### config.mk
export PLATFORM = sky130hd
export DESIGN_NAME = pcileech_vfifo_packer
export DESIGN_NICKNAME = d
export VERILOG_FILES = /design/src/rtl/pcileech_vfifo_packer_pkg.sv /design/src/rtl/pcileech_idle_timer.sv /design/src/rtl/pcileech_vfifo_packer.sv
export SDC_FILE = /design/constraint.sdc
export NUM_CORES = 1
export LEC_CHECK = 0
export ABC_AREA = 1
export BUFFER_PORTS_ARGS = -buffer_cell sky130_fd_sc_hd__buf_4
export CORE_MARGIN = 2
export CORE_UTILIZATION = 55
export DETAILED_ROUTE_END_ITERATION = 12
export GPL_TIMING_DRIVEN = 0
export PLACE_DENSITY = 0.75
export SYNTH_ARGS = -nofsm -noshare
export SYNTH_HDL_FRONTEND = slang
export SYNTH_HIERARCHICAL = 1
export SYNTH_SLANG_ARGS = --single-unit
### constraint.sdc
create_clock -name clk -period 4.3 [get_ports clk]
set_clock_uncertainty 0.1 [all_clocks]
set_input_delay 0.86 -clock clk [delete_from_list [all_inputs] [get_ports clk]]
set_output_delay 0.86 -clock clk [all_outputs]
set_load 0.01 [all_outputs]
### src/rtl/pcileech_vfifo_packer_pkg.sv
// rtl/pcileech_vfifo_packer_pkg.sv - shared widths, constants and types for the vFIFO packer
package pcileech_vfifo_packer_pkg;

  localparam int WORD_W          = 32;
  localparam int WORDS_PER_BLOCK = 8;
  localparam int BLOCK_W         = WORD_W * WORDS_PER_BLOCK;
  localparam int ACC_CNT_W       = 4;

  localparam logic [WORD_W-1:0] DEFAULT_FILLER = 32'h6666_5555;

  typedef logic [ACC_CNT_W-1:0] acc_cnt_t;

  localparam acc_cnt_t ACC_EMPTY = acc_cnt_t'(0);
  localparam acc_cnt_t ACC_FULL  = acc_cnt_t'(WORDS_PER_BLOCK);

  // A block travelling from the accumulator to the output buffer keeps its pad flag.
  typedef struct packed {
    logic               padded;
    logic [BLOCK_W-1:0] data;
  } block_t;

  // True when the accumulator holds a partial block (neither empty nor full).
  function automatic logic is_partial(input acc_cnt_t cnt);
    return (cnt != ACC_EMPTY) && (cnt != ACC_FULL);
  endfunction

endpackage

### src/rtl/pcileech_idle_timer.sv
// rtl/pcileech_idle_timer.sv - idle clock counter that flags a timeout after TIMEOUT clocks
module pcileech_idle_timer #(
  parameter int TIMEOUT = 64
) (
  input  logic clk,
  input  logic rst_n,
  input  logic clear,
  input  logic enable,
  output logic hit
);

  localparam int CNT_W = (TIMEOUT < 2) ? 1 : $clog2(TIMEOUT + 1);

  logic [CNT_W-1:0] idle_cnt;

  // Count idle clocks; saturate so a long idle period can never wrap into a second hit.
  always_ff @(posedge clk or negedge rst_n) begin
    if (!rst_n) begin
      idle_cnt <= '0;
    end else if (clear) begin
      idle_cnt <= '0;
    end else if (enable && (idle_cnt != '1)) begin
      idle_cnt <= idle_cnt + CNT_W'(1);
    end
  end

  // A zero timeout disables the hit entirely.
  generate
    if (TIMEOUT == 0) begin : g_disabled
      assign hit = 1'b0;
    end else begin : g_enabled
      assign hit = enable && (idle_cnt == CNT_W'(TIMEOUT - 1));
    end
  endgenerate

endmodule

### src/rtl/pcileech_vfifo_packer.sv
// rtl/pcileech_vfifo_packer.sv - packs 32-bit words into 256-bit blocks for the vFIFO input
module pcileech_vfifo_packer
  import pcileech_vfifo_packer_pkg::*;
#(
  parameter int                PARAM_TIMEOUT = 64,
  parameter logic [WORD_W-1:0] PARAM_FILLER  = DEFAULT_FILLER
) (
  input  logic               clk,
  input  logic               rst_n,
  input  logic [WORD_W-1:0]  din,
  input  logic               din_valid,
  output logic               din_ready,
  input  logic               din_flush,
  output logic [BLOCK_W-1:0] dout,
  output logic               dout_valid,
  input  logic               dout_ready,
  output logic [31:0]        stat_blocks,
  output logic [15:0]        stat_pads
);

  logic [BLOCK_W-1:0] acc;
  acc_cnt_t           acc_cnt;
  acc_cnt_t           post_cnt;
  logic               acc_padded;
  block_t             obuf;
  logic               obuf_full;

  logic accept;
  logic pad;
  logic transfer;
  logic emit;
  logic timer_clear;
  logic timer_hit;

  // Ready depends only on registered state so there is no path from din_valid.
  assign din_ready = rst_n && (acc_cnt != ACC_FULL);
  assign accept    = din_valid && din_ready;

  // Count after this cycle's accept; a word arriving with a flush is packed before padding.
  assign post_cnt  = acc_cnt + acc_cnt_t'(accept);
  assign pad       = (din_flush || timer_hit) && is_partial(post_cnt);

  // Move a full block to the output buffer only when the buffer and output strobe are idle.
  assign transfer  = (acc_cnt == ACC_FULL) && !obuf_full && !dout_valid;

  // The vFIFO needs a gap clock between strobes and ready high when the strobe is issued.
  assign emit      = obuf_full && dout_ready && !dout_valid;

  // The timer only runs while a partial block sits waiting for more words.
  assign timer_clear = accept || !is_partial(acc_cnt);

  pcileech_idle_timer #(
    .TIMEOUT (PARAM_TIMEOUT)
  ) u_idle_timer (
    .clk    (clk),
    .rst_n  (rst_n),
    .clear  (timer_clear),
    .enable (1'b1),
    .hit    (timer_hit)
  );

  // Accumulator: store accepted words, fill unused slots on pad, empty on transfer.
  always_ff @(posedge clk or negedge rst_n) begin
    if (!rst_n) begin
      acc        <= '0;
      acc_cnt    <= ACC_EMPTY;
      acc_padded <= 1'b0;
    end else begin
      for (int i = 0; i < WORDS_PER_BLOCK; i++) begin
        if (accept && (acc_cnt == acc_cnt_t'(i))) begin
          acc[i*WORD_W +: WORD_W] <= din;
        end else if (pad && (acc_cnt_t'(i) >= post_cnt)) begin
          acc[i*WORD_W +: WORD_W] <= PARAM_FILLER;
        end
      end
      if (transfer) begin
        acc_cnt    <= ACC_EMPTY;
        acc_padded <= 1'b0;
      end else if (pad) begin
        acc_cnt    <= ACC_FULL;
        acc_padded <= 1'b1;
      end else if (accept) begin
        acc_cnt    <= post_cnt;
      end
    end
  end

  // Output buffer: one block waiting for the vFIFO, freed when it is emitted.
  always_ff @(posedge clk or negedge rst_n) begin
    if (!rst_n) begin
      obuf      <= '0;
      obuf_full <= 1'b0;
    end else if (transfer) begin
      obuf      <= '{padded: acc_padded, data: acc};
      obuf_full <= 1'b1;
    end else if (emit) begin
      obuf_full <= 1'b0;
    end
  end

  // Emit: single-cycle strobe, dout held until the next block, statistics counted here.
  always_ff @(posedge clk or negedge rst_n) begin
    if (!rst_n) begin
      dout        <= '0;
      dout_valid  <= 1'b0;
      stat_blocks <= '0;
      stat_pads   <= '0;
    end else begin
      dout_valid <= emit;
      if (emit) begin
        dout        <= obuf.data;
        stat_blocks <= stat_blocks + 32'd1;
        if (obuf.padded) begin
          stat_pads <= stat_pads + 16'd1;
        end
      end
    end
  end

endmodule

; After elaboration in Yosys (flattened, before gate mapping)
; Cells that the tools add are included.
[word_totals]
ff_bits = 831
inputBits = 37
output_inout_bits = 306
elab_cells = 113
[op_classes]
n_addsub = 4
n_lt_le_gt_ge = 8
n_eq_ne = 12
muxes = 25
reduce_logical = 46
[ops]
columns = cell, count
row1 = $mux 32, 16
row2 = $add 32x1->32 const B, 1
row3 = $logic_and 1x1->1, 25
row4 = $reduce_bool 2->1, 11
row5 = $add 16x1->16 const B, 1
row6 = $eq 4x3->1 const B, 4
row7 = $ge 3x4->1 const A, 4
row8 = $mux 7, 2
row9 = $mux 4, 3
row10 = $eq 4x2->1 const B, 2
row11 = $ge 1x4->1 const A, 2
row12 = $ge 2x4->1 const A, 2
row13 = $ne 4x4->1 const B, 2
row14 = $reduce_bool 4->1, 2
row15 = $add 7x1->7 const B, 1
row16 = $eq 7x6->1 const B, 1
row17 = $ne 7x7->1 const B, 1
row18 = $add 4x1->4, 1
row19 = $eq 4x1->1 const B, 1
row20 = $eq 4x4->1 const B, 1
row21 = $logic_not 4->1, 1
row22 = $mux 1, 4
row23 = $logic_not 1->1, 3
row24 = $reduce_bool 3->1, 1
row25 = other kinds (2), 3

; Logic depth before layout (Yosys ltp)
; Gate-level depths: netlist of run 1.
[logic_depth]
word_depth = 10
mapped_depth = 17
mapped_depth_nobuf = 16

; By module
; Netlist of run 1, hierarchy kept.
[modules_own_cells]
columns = module, instances, cells_each, area_each_um2
row1 = pcileech_vfifo_packer, 1, 3569, 32331.0
row2 = pcileech_idle_timer, 1, 68, 461.7

; Least setup slack after synthesis of run 1
; Ideal clock, no wire load.
[synth_timing]
path_type = input to register
startpoint = in rst_n
endpoint = reg acc[140]
setup_time_ns = 0.116
arrival_time_ns = 2.537
t_required_ns = 4.084
path_slack_ns = 1.546
cell_stages = 13
path_buffers = 1
cell_sequence = nand3_2 inv_1 ha_1 ha_1 nor2_1 nand3_1 nand2_2 inv_2 nand2_1 nand2_2 buf_2 nand2_1 nand2_1
[synth_between]
elab_chain_len = 8
elab_cells_between_ends = 12
[synth_lines]
columns = element, line_no
row1 = from (decl), pcileech_vfifo_packer.sv:9  ; input logic rst_n,
row2 = $logic_and 1x1->1 (*), pcileech_vfifo_packer.sv:36  ; assign din_ready = rst_n && (acc_cnt != ACC_FULL);
row3 = $logic_and 1x1->1 (*), pcileech_vfifo_packer.sv:37  ; assign accept = din_valid && din_ready;
row4 = branches (longest 6 deep; another with $add 4x1->4), -
row5 = "to (signal, indexed assignment)", pcileech_vfifo_packer.sv:71  ; acc[i*WORD_W +: WORD_W] <= din;
row6 = to (decl), pcileech_vfifo_packer.sv:21  ; logic [BLOCK_W-1:0] acc;
; Every way passes the cells marked *.
; A chain may end at the register's enable or synchronous reset.

; Worst setup path after layout of run 1
[layout_timing]
startpoint = in rst_n
endpoint = reg acc[124]
[layout_between]
elab_chain_len = 8
elab_cells_between_ends = 12
[layout_lines]
columns = element, line_no
row1 = $logic_and 1x1->1 (*), pcileech_vfifo_packer.sv:36
row2 = $logic_and 1x1->1 (*), pcileech_vfifo_packer.sv:37
row3 = branches (longest 6 deep; another with $add 4x1->4), -
; Marked as above.

==> results_dict.tcl, run 1 <==
set metrics [dict create \
    critPathKind "in2reg" \
    cts_sinks 831 \
    yosysUniqueCellTypes 35 \
    finalInstanceArea_sq_mm 0.0394 \
    post_cts_resize_count 0 \
    syn_area_sq_mm 0.0328 \
    die_y_um 248 \
    yosysWarningCount 6 \
    drt-total-wl_um 93800 \
    power_density_mw_per_mm2 734 \
    gp_congestion 0.921 \
    grt_first_pass_wirelength_um 143000 \
    synth_edf_count 0 \
    critPathMaxFanout 102 \
    tritoncts "done" \
    wl_per_cell_um 19.1 \
    fmax_ghz 0.275 \
    synth_area_leaders "dfrtp_1, nand2_1, o21ai_0, inv_1, nor2_1" \
    fin_cells 4913 \
    antenna_found_initial 4 \
    async_flop_share_pct 100 \
    row_count 89 \
    via_count 26300 \
    cp_data_arrival_time_ps 4080 \
    hold_buffers 0 \
    boundaryPins 343 \
    yosysTopAreaCellShare_pct 63.4 \
    critPathCaptureType "flop" \
    finalSetupViolations 0 \
    first_iter_violations 2278 \
    status "complete, no violations" \
    design.die.area_sq_mm 0.0616 \
    clockRootBuffer "clkbuf_16" \
    dp_cells 4762 \
    grt_start_max_net_pins 121 \
    design.core.area_sq_mm 0.0590 \
    area_growth_pct 20.1 \
    fin_crit_ps 3640 \
    ir_worst_vdd_mv 0.482 \
    cts_setup_buffers 0 \
    final_cell_mix "nand2_1, dfrtp_1, inv_1, buf_4, o21ai_0" \
    drc_errors 0 \
    drtPass1Iterations 6 \
    nNetsFinal 4117 \
    hp-class "in2async" \
    hold_violations 0 \
    ys_seq_area_share_pct 63.4 \
    start_util_pct 55.6 \
    cts_buffer_depth 3 \
    rsz0062_at_grt "false" \
    insertion_delay_ps 640 \
    numCtsBuffers 84 \
    slew_violations 0 \
    dpl-instance-area_sq_mm 0.0366 \
    max_slew_margin_pct 22.2 \
    synthCells 3637 \
    yosys_register_bits 831 \
    multi_input_area_sq_mm 0.00984 \
    viasPerCell 5.35 \
    cp-start-kind "primary input" \
    power_leakage_uw 0.0205 \
    gr-total-overflow 0 \
    fin_crit_sh_pct 84.6 \
    nFillCells 4732 \
    ys.flop_type "dfrtp_1" \
    post_synth.cell_area_avg_sq_um 9.02 \
    drtAntennaViolNets 0 \
    first_global_vias 25000 \
    post-route-util_pct 66.7 \
    htreeDepth 3 \
    regArea_sq_mm 0.0208 \
    worst_pin_slew_ps 1170 \
    grt.total_usage_pct 30.8 \
    power_uw 28900 \
    die_w_um 248 \
    place_ws_ps 77.5 \
    required_ps 4740 \
    drive_gt1_share_pct 14.8 \
    drv_cap 0 \
    setup_ws_ps 663 \
    port-buffer-count 342 \
    clkTransAtPathRegs_ps 60 \
    yosysTopAreaCell "dfrtp_1" \
    post-dp-hpwl_um 63900 \
    layout_commonest_cell "nand2_1" \
]
metal layers:
metal  track usage [%]  share of wire, %
met4              14.3               5.0
met3              6.02               7.7
met1              42.4                41
met5                 0             0.066
met2              47.7                46
cell type report:
cell class,count,area share [%]
Tap cell,773,2.46
Timing Repair Buffer,350,7.10
Inverter,360,3.43
Sequential cell,831,52.8
Multi-Input combinational cell,2264,25.0
Clock buffer,123,6.40
Antenna cell,1,0.00635
Buffer,184,2.07
Clock inverter,27,0.772
Yosys cell counts, types with 16 or more instances:
| cell | count |
|---|---|
| o21ai_0 | 330 |
| xor2_1 | 17 |
| a21oi_1 | 180 |
| inv_1 | 348 |
| a31oi_1 | 16 |
| nor2_1 | 278 |
| nand4_1 | 18 |
| clkbuf_1 | 85 |
| dfrtp_1 | 831 |
| buf_2 | 88 |
| nand2_1 | 1146 |
| o22ai_1 | 16 |
| nand3_1 | 200 |
cell families after synthesis:
group / synth area share (%)
simple gates: 20.5
flops: 63.4
compound gates: 8.53
buf+inv: 6.61
xor+xnor: 0.721
fa+ha+maj: 0.191
other cells: 0.0114
through the flow:
stage,TNS (ps),hold WS [ps]
after floorplan,0,342
after global placement,-7977960,351
after detailed placement,0,352
after CTS,0,46.7
after global routing,0,80.5
final,0,48.1
registers in the layout, summed over array words and instances (netlist names):
name and flops:
dout 256, obuf_full 1, acc 256, dout_valid 1, stat_blocks 32, stat_pads 16
u_idle_timer/idle_cnt 7, obuf 257, acc_cnt 4, acc_padded 1
worst paths after layout:
check / start / end / slack (ps) / depth (start not counted)
worst max-delay path: rst_n / acc[124]$_DFFE_PN0P_ / 660 / 14
worst min-delay path: rst_n / dout[30]$_DFFE_PN0P_ / 50 / 1
worst max register to register: acc_cnt[1]$_DFFE_PN0P_ / acc[124]$_DFFE_PN0P_ / 1110 / 14
worst min register to register: obuf[243]$_DFFE_PN0P_ / dout[243]$_DFFE_PN0P_ / 370 / 2
max in group asynchronous: rst_n / dout[46]$_DFFE_PN0P_ / 2220 / 4
min in group clk: obuf[243]$_DFFE_PN0P_ / dout[243]$_DFFE_PN0P_ / 370 / 2
report_power, final:
part	switching (uW)	internal [uW]	total, uW
registers	1630	10900	12500
clock network	3080	4370	7450
logic	5540	3410	8950
total	10200	18700	28900
critical path, cell delays in order:
cell and delay, ps:
buf_8 350, buf_16 380, nand3_2 280, inv_1 180
ha_1 210, ha_1 300, nor2_1 180, nand3_1 130
nand2_2 160, inv_2 90, nand2_2 220, nand2_2 140
buf_2 200, o21ai_0 220
No activity file was read; power rests on OpenSTA's default activity.
==> run 2: changes to the inputs <==
- clock period: 4.3 -> 3.4 ns (I/O delays scaled with it)
==> run 2 against run 1 <==
  * Routed wire length grew 0.57%
  * Critical endpoint is now acc[202]$_DFFE_PN0P_
  * Count of clock-buffer cells in the layout stayed put
  * Worst setup slack worse by 410 ps
==> results_dict.tcl, run 2 (synthesis gave the netlist of run 1 again) <==
set metrics [dict create \
    gr-total-overflow 0 \
    numCtsBuffers 84 \
    grt_first_pass_wirelength_um 144000 \
    largest_reg_flops 257 \
    cp_data_arrival_time_ps 3580 \
    grt.total_usage_pct 31.0 \
    worst-path-stages 16 \
    cp_common_cell "nand2_1" \
    ir_worst_vdd_mv 0.611 \
    row_count 89 \
    cp_num_buf_inv 3 \
    power_frac_comb_pct 31.0 \
    final_cell_mix "nand2_1, dfrtp_1, inv_1, buf_4, o21ai_0" \
    tritoncts "done" \
    drc_errors 0 \
    layout_commonest_cell "nand2_1" \
    gp_congestion 0.921 \
    design.die.area_sq_mm 0.0616 \
    antenna_found_initial 3 \
    finalSetupViolations 0 \
    critPathKind "reg2reg" \
    cts_buffer_depth 3 \
    setup_tns_ps 0 \
    power_frac_clock_pct 25.8 \
    die_y_um 248 \
    power_leakage_uw 0.0206 \
    p_seq_share_pct 43.2 \
    regArea_sq_mm 0.0208 \
    rsz0062_at_grt "false" \
    slew_violations 0 \
    reg2reg_depth 16 \
    port-buffer-count 342 \
    cp-start-kind "flop" \
    hold_violations 0 \
    top_register "obuf" \
    fin_crit_sh_pct 92.6 \
    drtPass1Iterations 6 \
    fin_crit_ps 3150 \
    p_int_uw 23600 \
    first_iter_violations 2415 \
    worst_pin_slew_ps 1140 \
    htreeDepth 3 \
    power_uw 36600 \
    die_w_um 248 \
    grt_start_max_net_pins 121 \
    crit_chain "buf_4 > nor2_1 > nand2_1 > nand3_2 > inv_1 > ha_1 > ha_1 > nor2_1 > nand3_1 > nand2_2 > nor2_1 > nand2_1 > nand2_2 > buf_2 > nand2_1 > nand2_1" \
    rr_startpoint "acc_cnt[2]$_DFFE_PN0P_" \
    boundaryPins 343 \
    start_util_pct 55.6 \
    critPathMaxFanout 10 \
    drv_cap 0 \
    max_stage_delay_ps 360 \
    whs_ps 2.37 \
    clockRootBuffer "clkbuf_16" \
    multi_input_area_sq_mm 0.00985 \
    drt-total-wl_um 94300 \
    drive_gt1_share_pct 14.9 \
    power_density_mw_per_mm2 928 \
    startpoint "acc_cnt[2]$_DFFE_PN0P_" \
    crit_family "simple AND/OR/NAND/NOR gates" \
    design.core.area_sq_mm 0.0590 \
    nFillCells 4715 \
    cp_slowest_cell "dfrtp_1" \
    max_slew_margin_pct 24.1 \
    swShare_pct 35.5 \
    post-route-util_pct 66.9 \
    hp-class "in2async" \
    wl_per_cell_um 19.2 \
    critPathCaptureType "flop" \
    via_count 26200 \
    area_growth_pct 20.3 \
    cts_setup_buffers 0 \
    cts_sinks 831 \
    required_ps 3830 \
    insertion_delay_ps 640 \
    dpl-instance-area_sq_mm 0.0366 \
    status "complete, no violations" \
    reg_top3 "obuf x257, acc x256, dout x256" \
    switching_power_uw 13000 \
    first_global_vias 25100 \
    drtAntennaViolNets 0 \
    viasPerCell 5.33 \
    post-dp-hpwl_um 63900 \
    clkTransAtPathRegs_ps 60 \
    nNetsFinal 4119 \
    fmax_ghz 0.318 \
    finalInstanceArea_sq_mm 0.0395 \
]
[run 2: worst paths after layout]
kind                                         endpoint  slack (ps)
worst max-delay path             acc[202]$_DFFE_PN0P_         250
min in group clk                  acc[17]$_DFFE_PN0P_         220
worst max register to register   acc[202]$_DFFE_PN0P_         250
worst min-delay path             dout[30]$_DFFE_PN0P_           2
max in group asynchronous        dout[46]$_DFFE_PN0P_        1740
worst min register to register  dout[243]$_DFFE_PN0P_         360
[run 2: final cells by class]
type                       instances  share of cell area [%]
sequential                       831                    52.7
buffer                           184                    2.07
multi-input combinational       2264                    25.0
clock inverter                    27                   0.770
inverter                         360                    3.43
clock buffer                     123                    6.39
antenna                            2                  0.0127
timing repair buffer             352                    7.23
tap                              773                    2.45
[run 2: layer usage]
| layer | part of all wire (%) | GRT usage, % | vias up |
|---|---|---|---|
| met5 | 0.022 | 0 | - |
| met4 | 4.9 | 14.5 | 4 |
| met3 | 7.5 | 6.01 | 231 |
| met2 | 46 | 48.0 | 925 |
| met1 | 42 | 42.6 | 12700 |
| li1 | - | - | 12300 |
[run 2: power groups by stage]
stage	registers (uW)	logic, uW	clock network, uW
global placement	15900	10900	0
floorplan	16000	5860	0
global route	16200	12800	9910
finish	15800	11300	9450
detailed placement	15900	11300	0
CTS	15800	11400	9510
[run 2: stage by stage]
stage | worst slack (ps) | instances
floorplan | 812 | 3639
global placement | -8930 | 4754
detailed placement | -643 | 4762
finish | 252 | 4916
global route | 10.9 | 4914
CTS | 219 | 4914
[run 2: what timing repair did]
item / in CTS / in global routing
cloned: 1 / 0
pin swaps: 0 / 0
hold buffers: 1 / 0
hold endpoints to repair: 55 / 0
endpoints found under the setup margin: 6 / 30
gates resized for setup: 0 / 5
==> run 3: changes to the inputs <==
- CORE_UTILIZATION: 55 -> 35
- CTS_BUF_LIST: unset -> sky130_fd_sc_hd__clkbuf_8
- PLACE_DENSITY: 0.75 -> unset
==> run 3 against run 2 <==
  * First-iteration DRC count down 14%
  * Cell count up 12%
  * Sequential cell count unchanged
  * Largest cell class unchanged
  * Largest power group unchanged
==> results_dict.tcl, run 3 (synthesis gave the netlist of run 1 again) <==
set metrics [dict create \
    regArea_sq_mm 0.0208 \
    gp_congestion 0.903 \
    design.die.area_sq_mm 0.0962 \
    power_density_mw_per_mm2 905 \
    critPathKind "reg2reg" \
    dp_cells 5243 \
    grt_start_max_net_pins 113 \
    r2r_slack_ps 280 \
    largest_reg_flops 257 \
    nNetsFinal 4192 \
    drc_errors 0 \
    cts_buffer_depth 3 \
    fin_cells 5508 \
    cp_data_arrival_time_ps 3750 \
    grt.total_usage_pct 22.3 \
    row_count 112 \
    rsz0062_at_grt "false" \
    clkTransAtPathRegs_ps 60 \
    drv_cap 0 \
    finalInstanceArea_sq_mm 0.0405 \
    boundaryPins 343 \
    power_leakage_uw 0.0210 \
    die_w_um 310 \
    setup_tns_ps 0 \
    max_slew_margin_pct 12.2 \
    dpl-instance-area_sq_mm 0.0372 \
    post-dp-hpwl_um 72400 \
    top_register "obuf" \
    grt_first_pass_wirelength_um 160000 \
    area_growth_pct 23.5 \
    design.core.area_sq_mm 0.0930 \
    htreeDepth 4 \
    start_util_pct 35.2 \
    hold_violations 0 \
    viasPerCell 4.75 \
    reg_top3 "obuf x257, acc x256, dout x256" \
    first_iter_violations 2087 \
    drive_gt1_share_pct 16.5 \
    fin_crit_sh_pct 91.7 \
    insertion_delay_ps 810 \
    slew_violations 0 \
    cts_sinks 831 \
    status "complete, no violations" \
    final_cell_mix "nand2_1, dfrtp_1, inv_1, buf_4, o21ai_0" \
    critPathMaxFanout 10 \
    numCtsBuffers 141 \
    multi_input_area_sq_mm 0.00985 \
    cts_setup_buffers 0 \
    fmax_ghz 0.321 \
    via_count 26100 \
    drtPass1Iterations 5 \
    port-buffer-count 342 \
    cp-start-kind "flop" \
    nFillCells 9278 \
    startpoint "acc_cnt[2]$_DFFE_PN0P_" \
    drtAntennaViolNets 0 \
    power_uw 36600 \
    antenna_found_initial 2 \
    clockRootBuffer "clkbuf_8" \
    tritoncts "done" \
    die_y_um 310 \
    wl_per_cell_um 19.2 \
    finalSetupViolations 0 \
    ir_worst_vdd_mv 0.356 \
    drt-total-wl_um 106000 \
    required_ps 4030 \
    whs_ps 21.9 \
    critPathCaptureType "flop" \
    rr_startpoint "acc_cnt[2]$_DFFE_PN0P_" \
    gr-total-overflow 0 \
    worst_pin_slew_ps 1320 \
    layout_commonest_cell "nand2_1" \
    hp-class "in2async" \
    first_global_vias 25700 \
    fin_crit_ps 3120 \
]
run 3: cell count changes in the layout (fill, tap and decap cells not counted), sizes merged, moves of 3 or more:
cell         delta
dlygate4sd3     +5
buf             +7
clkbuf         +56
clkinvlp        +3
bufbuf          +4
inv            +39
run 3: stage by stage:
step	util, %	worst slack [ps]
3_5_place_dp	39.9	-1810
3_3_place_gp	39.7	-9400
6_report	43.5	283
5_1_grt	43.5	13.3
4_1_cts	43.5	278
2_1_floorplan	-	812
run 3: cell type report:
type	instances	share of cell area [%]
antenna	1	0.00618
clock buffer	179	6.08
buffer	184	2.01
sequential	831	51.4
clock inverter	67	1.09
timing repair buffer	368	7.91
inverter	360	3.34
multi-input combinational	2264	24.3
tap	1254	3.87
run 3: metal layers:
metal,GRT usage [%],wire [um],vias up
li1,-,-,12500
met3,4.97,6810,184
met2,34.5,48600,748
met5,0,0,-
met1,30.3,46600,12700
met4,9.37,3920,0
run 3: report_power, final:
| part | internal [uW] | leakage [uW] | switching (uW) | total, uW |
|---|---|---|---|---|
| Combinational | 4380 | 0.00907 | 7210 | 11600 |
| Sequential | 13800 | 0.0103 | 2010 | 15800 |
| Clock | 5040 | 0.00163 | 4210 | 9260 |
| Total | 23200 | 0.0210 | 13400 | 36600 |
run 3: path summary, 6_finish.rpt:
check	endpoint	depth (start not counted)
worst max-delay path	acc[194]$_DFFE_PN0P_	15
worst min-delay path	acc[114]$_DFFE_PN0P_	3
worst max register to register	acc[194]$_DFFE_PN0P_	15
worst min register to register	dout[241]$_DFFE_PN0P_	2
max in group asynchronous	obuf[252]$_DFFE_PN0P_	5
min in group clk	acc[4]$_DFFE_PN0P_	3
run 3: worst max-delay path: stages, from the launching register on:
cell,delay (ps)
dfrtp_1,350
buf_4,160
nor2_1,150
nand2_1,100
nand3_2,160
inv_1,100
ha_1,220
ha_1,360
nor2_1,150
nand3_1,100
nand2_2,160
nor2_1,60
nand2_1,270
clkbuf_1,390
nand3_1,120
nand2_1,100
run 3: timing repair:
| item | CTS | global route |
|---|---|---|
| hold endpoints to repair | 80 | 0 |
| resized for setup | 2 | 2 |
| gates cloned | 5 | 0 |
| setup endpoints to repair | 251 | 17 |
| hold buffers | 13 | 0 |
